File: src/rtl/tawas_rcn_slave_if.sv
// Bundle of rcn ring and local bus signals for tawas_rcn_slave.
// Ring hop plus request/completion port toward a local register/memory block.
interface tawas_rcn_slave_if;
    logic [68:0] rcn_in;
    logic [68:0] rcn_out;
    logic        cs;
    logic        wr;
    logic [3:0]  mask;
    logic [23:0] addr;
    logic [31:0] wdata;
    logic        rvalid;
    logic [31:0] rdata;

    modport slave (
        input  rcn_in, rvalid, rdata,
        output rcn_out, cs, wr, mask, addr, wdata
    );

    modport master (
        output rcn_in, rvalid, rdata,
        input  rcn_out, cs, wr, mask, addr, wdata
    );
endinterface

File: src/rtl/tawas_rcn_slave.sv
// rcn ring responder: claims windowed requests, returns ordered responses.
// Define TAWAS_RCN_SLAVE_WR_POSTED_EN to complete writes at accept.
module tawas_rcn_slave #(
    parameter logic [23:0] ADDR_BASE = 24'h000000,
    parameter logic [23:0] ADDR_MASK = 24'hFF0000,
    parameter int          DEPTH     = 4
) (
    input  logic              clk,
    input  logic              rst,
    tawas_rcn_slave_if.slave  bus
);
    localparam int PW = $clog2(DEPTH);
    typedef logic [PW-1:0] ptr_t;

    logic [68:0]      rin_q;
    logic [68:0]      rout_q;
    logic [68:0]      ent_q [DEPTH];
    logic [DEPTH-1:0] done_q;
    ptr_t             head_q;
    ptr_t             tail_q;
    logic [PW:0]      used_q;
    logic             cs_q;
    logic             wr_q;
    logic [3:0]       mask_q;
    logic [23:0]      addr_q;
    logic [31:0]      wdata_q;

    logic hit;
    logic accept;
    logic free;
    logic insert;
    logic acc_done;
    logic pend_vld;
    ptr_t pend_idx;

    assign hit = rin_q[68] & rin_q[67] &
                 (((rin_q[55:34] ^ ADDR_BASE[23:2]) & ADDR_MASK[23:2]) == '0);
    assign accept = hit & (used_q < (PW+1)'(DEPTH));
    assign free   = ~rin_q[68] | accept;
    assign insert = free & (used_q != '0) & done_q[head_q];

`ifdef TAWAS_RCN_SLAVE_WR_POSTED_EN
    assign acc_done = rin_q[66];
`else
    assign acc_done = 1'b0;
`endif

    // Oldest allocated entry still waiting for its local completion.
    always_comb begin
        pend_vld = 1'b0;
        pend_idx = head_q;
        for (int i = 0; i < DEPTH; i++) begin
            if (!pend_vld && (i < int'(used_q)) &&
                !done_q[head_q + ptr_t'(i)]) begin
                pend_vld = 1'b1;
                pend_idx = head_q + ptr_t'(i);
            end
        end
    end

    always_ff @(posedge clk) begin
        if (rst) begin
            rin_q   <= '0;
            rout_q  <= '0;
            done_q  <= '0;
            head_q  <= '0;
            tail_q  <= '0;
            used_q  <= '0;
            cs_q    <= 1'b0;
            wr_q    <= 1'b0;
            mask_q  <= '0;
            addr_q  <= '0;
            wdata_q <= '0;
        end else begin
            rin_q  <= bus.rcn_in;
            rout_q <= insert ? ent_q[head_q] : (accept ? '0 : rin_q);
            cs_q   <= accept;
            if (accept) begin
                ent_q[tail_q]  <= {1'b1, 1'b0, rin_q[66:0]};
                done_q[tail_q] <= acc_done;
                tail_q         <= tail_q + ptr_t'(1);
                wr_q           <= rin_q[66];
                mask_q         <= rin_q[59:56];
                addr_q         <= {rin_q[55:34], 2'b00};
                wdata_q        <= rin_q[31:0];
            end
            if (bus.rvalid && pend_vld) begin
                done_q[pend_idx] <= 1'b1;
                if (!ent_q[pend_idx][66]) begin
                    ent_q[pend_idx][31:0] <= bus.rdata;
                end
            end
            if (insert) begin
                done_q[head_q] <= 1'b0;
                head_q         <= head_q + ptr_t'(1);
            end
            unique case ({accept, insert})
                2'b10:   used_q <= used_q + 1'b1;
                2'b01:   used_q <= used_q - 1'b1;
                default: used_q <= used_q;
            endcase
        end
    end

    assign bus.rcn_out = rout_q;
    assign bus.cs      = cs_q;
    assign bus.wr      = wr_q;
    assign bus.mask    = mask_q;
    assign bus.addr    = addr_q;
    assign bus.wdata   = wdata_q;
endmodule

File: src/flat_wrapper.sv
// flat-port wrapper written by rule: the top's interface ports become plain ports
module tawas_rcn_slave_flat 
#(
    parameter logic [23:0] ADDR_BASE = 24'h000000,
    parameter logic [23:0] ADDR_MASK = 24'hFF0000,
    parameter int          DEPTH     = 4
)
  (clk, rst, bus_rcn_in, bus_rvalid, bus_rdata, bus_rcn_out, bus_cs, bus_wr, bus_mask, bus_addr, bus_wdata);
  tawas_rcn_slave_if bus_i ();
  input  logic clk;
  input  logic rst;
  input wire logic [$bits(bus_i.rcn_in)-1:0] bus_rcn_in;
  input wire logic [$bits(bus_i.rvalid)-1:0] bus_rvalid;
  input wire logic [$bits(bus_i.rdata)-1:0] bus_rdata;
  output wire logic [$bits(bus_i.rcn_out)-1:0] bus_rcn_out;
  output wire logic [$bits(bus_i.cs)-1:0] bus_cs;
  output wire logic [$bits(bus_i.wr)-1:0] bus_wr;
  output wire logic [$bits(bus_i.mask)-1:0] bus_mask;
  output wire logic [$bits(bus_i.addr)-1:0] bus_addr;
  output wire logic [$bits(bus_i.wdata)-1:0] bus_wdata;
  assign bus_i.rcn_in = bus_rcn_in;
  assign bus_i.rvalid = bus_rvalid;
  assign bus_i.rdata = bus_rdata;
  assign bus_rcn_out = bus_i.rcn_out;
  assign bus_cs = bus_i.cs;
  assign bus_wr = bus_i.wr;
  assign bus_mask = bus_i.mask;
  assign bus_addr = bus_i.addr;
  assign bus_wdata = bus_i.wdata;
  tawas_rcn_slave #(.ADDR_BASE(ADDR_BASE), .ADDR_MASK(ADDR_MASK), .DEPTH(DEPTH)) u_core (.clk(clk), .rst(rst), .bus(bus_i));
endmodule
File: config.mk
export PLATFORM = sky130hd
export DESIGN_NAME = tawas_rcn_slave_flat
export DESIGN_NICKNAME = d
export VERILOG_FILES = /design/src/rtl/tawas_rcn_slave_if.sv /design/src/rtl/tawas_rcn_slave.sv /design/src/flat_wrapper.sv
export SDC_FILE = /design/constraint.sdc
export NUM_CORES = 1
export LEC_CHECK = 0
export BUFFER_PORTS_ARGS = -buffer_cell sky130_fd_sc_hd__buf_2
export CAP_MARGIN = 25
export CORE_MARGIN = 5
export CORE_UTILIZATION = 47
export CTS_BUF_LIST = sky130_fd_sc_hd__clkbuf_16
export CTS_CLUSTER_DIAMETER = 40
export DETAILED_ROUTE_END_ITERATION = 7
export PLACE_DENSITY = 0.67
export SLEW_MARGIN = 20
export SYNTH_ARGS = -nofsm -noshare
export SYNTH_HDL_FRONTEND = slang
export SYNTH_SLANG_ARGS = --single-unit
File: constraint.sdc
create_clock -name clk -period 4.7 [get_ports clk]
set_input_delay 0 -clock clk [delete_from_list [all_inputs] [get_ports clk]]
set_output_delay 0 -clock clk [all_outputs]
set_load 0.02 [all_outputs]
==> flow_metrics.env <==
export IMPL_drtIter0Drc=968
export IMPL_grt_busiest_layer="met2"
export IMPL_antennaDiodeCount=0
export IMPL_initial_core_util_pct=47.73
export IMPL_fin_cells=2388
export IMPL_syn2layout_area_growth_pct=25.58
export IMPL_die_h_um=211.3
export IMPL_status="finished, final reports clean"
export IMPL_cp_arrival_ns=4.16
export IMPL_clk_pin_slew_ns=0.06
export IMPL_finalPower_mw=9.748
export IMPL_die_area_mm2=0.04466
export IMPL_relSlewSlack_pct=31.97
export IMPL_p_per_area_mw_per_mm2=407.5
export IMPL_drive_gt1_share_pct=24.48
export IMPL_met3_usage_pct=3.942
export IMPL_finalWorstSetupSlack_ns=0.7246
export IMPL_cts_sinks=479
export IMPL_yosysSeqAreaShare_pct=64.42
export IMPL_grt_pass1_wl_um=73510
export IMPL_holdWs_ns=0.008614
export IMPL_io_buffers=232
export IMPL_fmax_mhz=251.5
export IMPL_avgSynthCellArea_um2=12.78
export IMPL_fin_crit_sh_pct=84.58
export IMPL_setup_tns_final_ns=0
export IMPL_postRouteAntennaNets=0
export IMPL_synthCells=1490
export IMPL_maxCapViolCount=0
export IMPL_worst_setup_path_start_kind="flip-flop"
export IMPL_place_hpwl_um=26580
export IMPL_htree_levels=3
export IMPL_routedWlPerCell_um=20.05
export IMPL_drc=0
export IMPL_ff2ff_path_depth=8
export IMPL_rows=73
export IMPL_reg2reg_from="u_core.head_q[0]"
export IMPL_dieWidth_um=211.3
export IMPL_muxShareOfSynthArea_pct=15.23
export IMPL_finalInstanceArea_mm2=0.02392
export IMPL_cts_setup_buffers=0
export IMPL_yosys_area_top_type="edfxtp_1"
export IMPL_first_global_vias=13040
export IMPL_ys_flop_type="edfxtp_1"
export IMPL_synth_edf_count=268
export IMPL_peakVddDrop_v=0.0002825
export IMPL_tightest_slew_ns=1.020
export IMPL_via_count=12685
export IMPL_worstHoldPathType="in -> reg"
export IMPL_hold_violations=0
export IMPL_synth_seq_cells=479
export IMPL_fin_crit_ns=3.975
export IMPL_worst_setup_path_end_kind="flip-flop"
export IMPL_finalSetupViolations=0
export IMPL_skew_ns=0.01908
export IMPL_crit_slowest_cell="or2_2"
export IMPL_hold_buffers=102
export IMPL_synth_top_family_by_area="multiplexers"
export IMPL_cts_repair_resized=0
export IMPL_grt_ovfl_total=0
export IMPL_cts_made_buffers=67
export IMPL_yosysTopAreaCellShare_pct=42.25
export IMPL_grt_setup_unrepaired="false"
export IMPL_rrSetupSlack_ns=0.72
export IMPL_core_mm2=0.03991
export IMPL_finish_utilization_pct=59.93
export IMPL_ys_types=48
export IMPL_placed_area_mm2=0.02066
export IMPL_grt_usage_pct=20.99
export IMPL_crit_path_start="u_core.head_q[0]"
export IMPL_critical_path_class="reg -> reg"
export IMPL_viasPerCell=5.312
export IMPL_post_place_ws_ns=0.7116
export IMPL_met1_usage_pct=27.33
export IMPL_grt_max_degree=122
export IMPL_max_stage_delay_ns=0.76
export IMPL_dp_cells=2163
export IMPL_required_ns=4.89
export IMPL_synth_most_common_cell="nand2_1"
export IMPL_r2r_end="u_core.ent_q[3][18]"
export IMPL_yosys_area_share_adder_pct=0.8539
export IMPL_root_buffer="clkbuf_16"
export IMPL_cts_tree="built"
export IMPL_synthXorXnorAreaFrac_pct=0.1839
export IMPL_grt_util_met2_pct=35.79
export IMPL_yosys_area_share_simple_pct=11.61
export IMPL_drv_slew=0
export IMPL_crit_path_end="u_core.ent_q[3][18]"
export IMPL_nNetsFinal=1926
export IMPL_cp_max_fo=32
export IMPL_clock_path_buffers=3
export IMPL_clk_latency_ns=0.58
export IMPL_firstDrtPassIters=5
export IMPL_synth_compound_area_share_pct=4.190
export IMPL_finalWirelength_um=47870
export IMPL_antenna_found_initial=0
export IMPL_synth_area_mm2=0.01905
export IMPL_synthTopCellsByArea="edfxtp_1, dfxtp_1, mux4_2"
export IMPL_ys_warn_count=0
export IMPL_pin_count=235
export IMPL_yosys_top_cells_count="nand2_1, edfxtp_1, dfxtp_1, mux2i_1, a21oi_1"
export IMPL_routabilityCongestion=0.8284
export IMPL_p_leak_nw=9.527
export IMPL_async_flop_share_pct=0
export IMPL_worstPathCellList="inv_1, ha_1, mux4_2, a211o_1, o311a_1, o221a_4, and4bb_2, or2_2"
## how the worst min path moves through the flow
stage                               from                to  cells past startpoint
after global routing                 rst  u_core.rin_q[56]                      2
after global placement    bus_rcn_in[16]  u_core.rin_q[16]                      2
after CTS                            rst         flip-flop                      2
final                                rst  u_core.rin_q[59]                      2
after floorplan            bus_rcn_in[0]   u_core.rin_q[0]                      1
after detailed placement  bus_rcn_in[16]  u_core.rin_q[16]                      2
## kinds of logic (layout without fill, tap and decap cells)
family,count (synthesis),count (layout)
and+or+nand+nor,492,492
DFF,479,479
muxes,202,202
buffers and inverters,152,524
AOI/OAI and AO/OA,147,147
adders and majority gates,13,13
xor gates and xnor gates,4,4
other,1,2
## layout make-up
class                   count  area [µm²]
repair buffers            355        2391
well taps                 525       656.9
fillers                  3099       15990
clock inverters            47       337.8
flip-flops and latches    479       12280
clock buffers              76        1902
inverters                  46       176.4
multi-input cells         860        6178
## sequential cells by signal, summed over array words and instances, names as in the netlist, named ones only
signal and count:
u_core.ent_q 268, u_core.bus.rcn_out 69, u_core.rin_q 69, u_core.bus.wdata 32, u_core.bus.addr 22, u_core.bus.mask 4, u_core.done_q 4, u_core.used_q 3
u_core.head_q 2, u_core.tail_q 2, u_core.bus.cs 1, u_core.bus.wr 1
## worst max-delay path: cells and delay by family, from the launching register on
kind / cells / cell delay (ns)
and+or+nand+nor: 2 / 1.08
AOI/OAI and AO/OA: 3 / 0.70
buffers and inverters: 1 / 0.18
DFF: 1 / 0.61
adders and majority gates: 1 / 0.43
muxes: 1 / 0.57
## layer usage
layer,vias to the layer above,share of wire (%)
li1,5912,-
met1,6217,41
met2,453,50
met3,103,6.3
met4,0,2.7
met5,-,0
## layout by cell type (no fill, tap or decap), types with 51 or more instances in the layout
| master | count |
|---|---|
| a21oi_1 | 125 |
| buf_2 | 231 |
| clkbuf_16 | 76 |
| dfxtp_1 | 209 |
| dlygate4sd3_1 | 102 |
| edfxtp_1 | 268 |
| inv_1 | 51 |
| mux2i_1 | 129 |
| mux4_2 | 70 |
| nand2_1 | 315 |
| nand3_1 | 60 |
| nor2b_1 | 72 |
## power by group
part	switching, mW	internal, mW	leakage (nW)
Clock	1.92	3.01	1.15
Sequential	0.0648	4.46	4.19
Combinational	0.150	0.145	4.19
Total	2.13	7.61	9.53
Power figures use the tool's default switching activity.
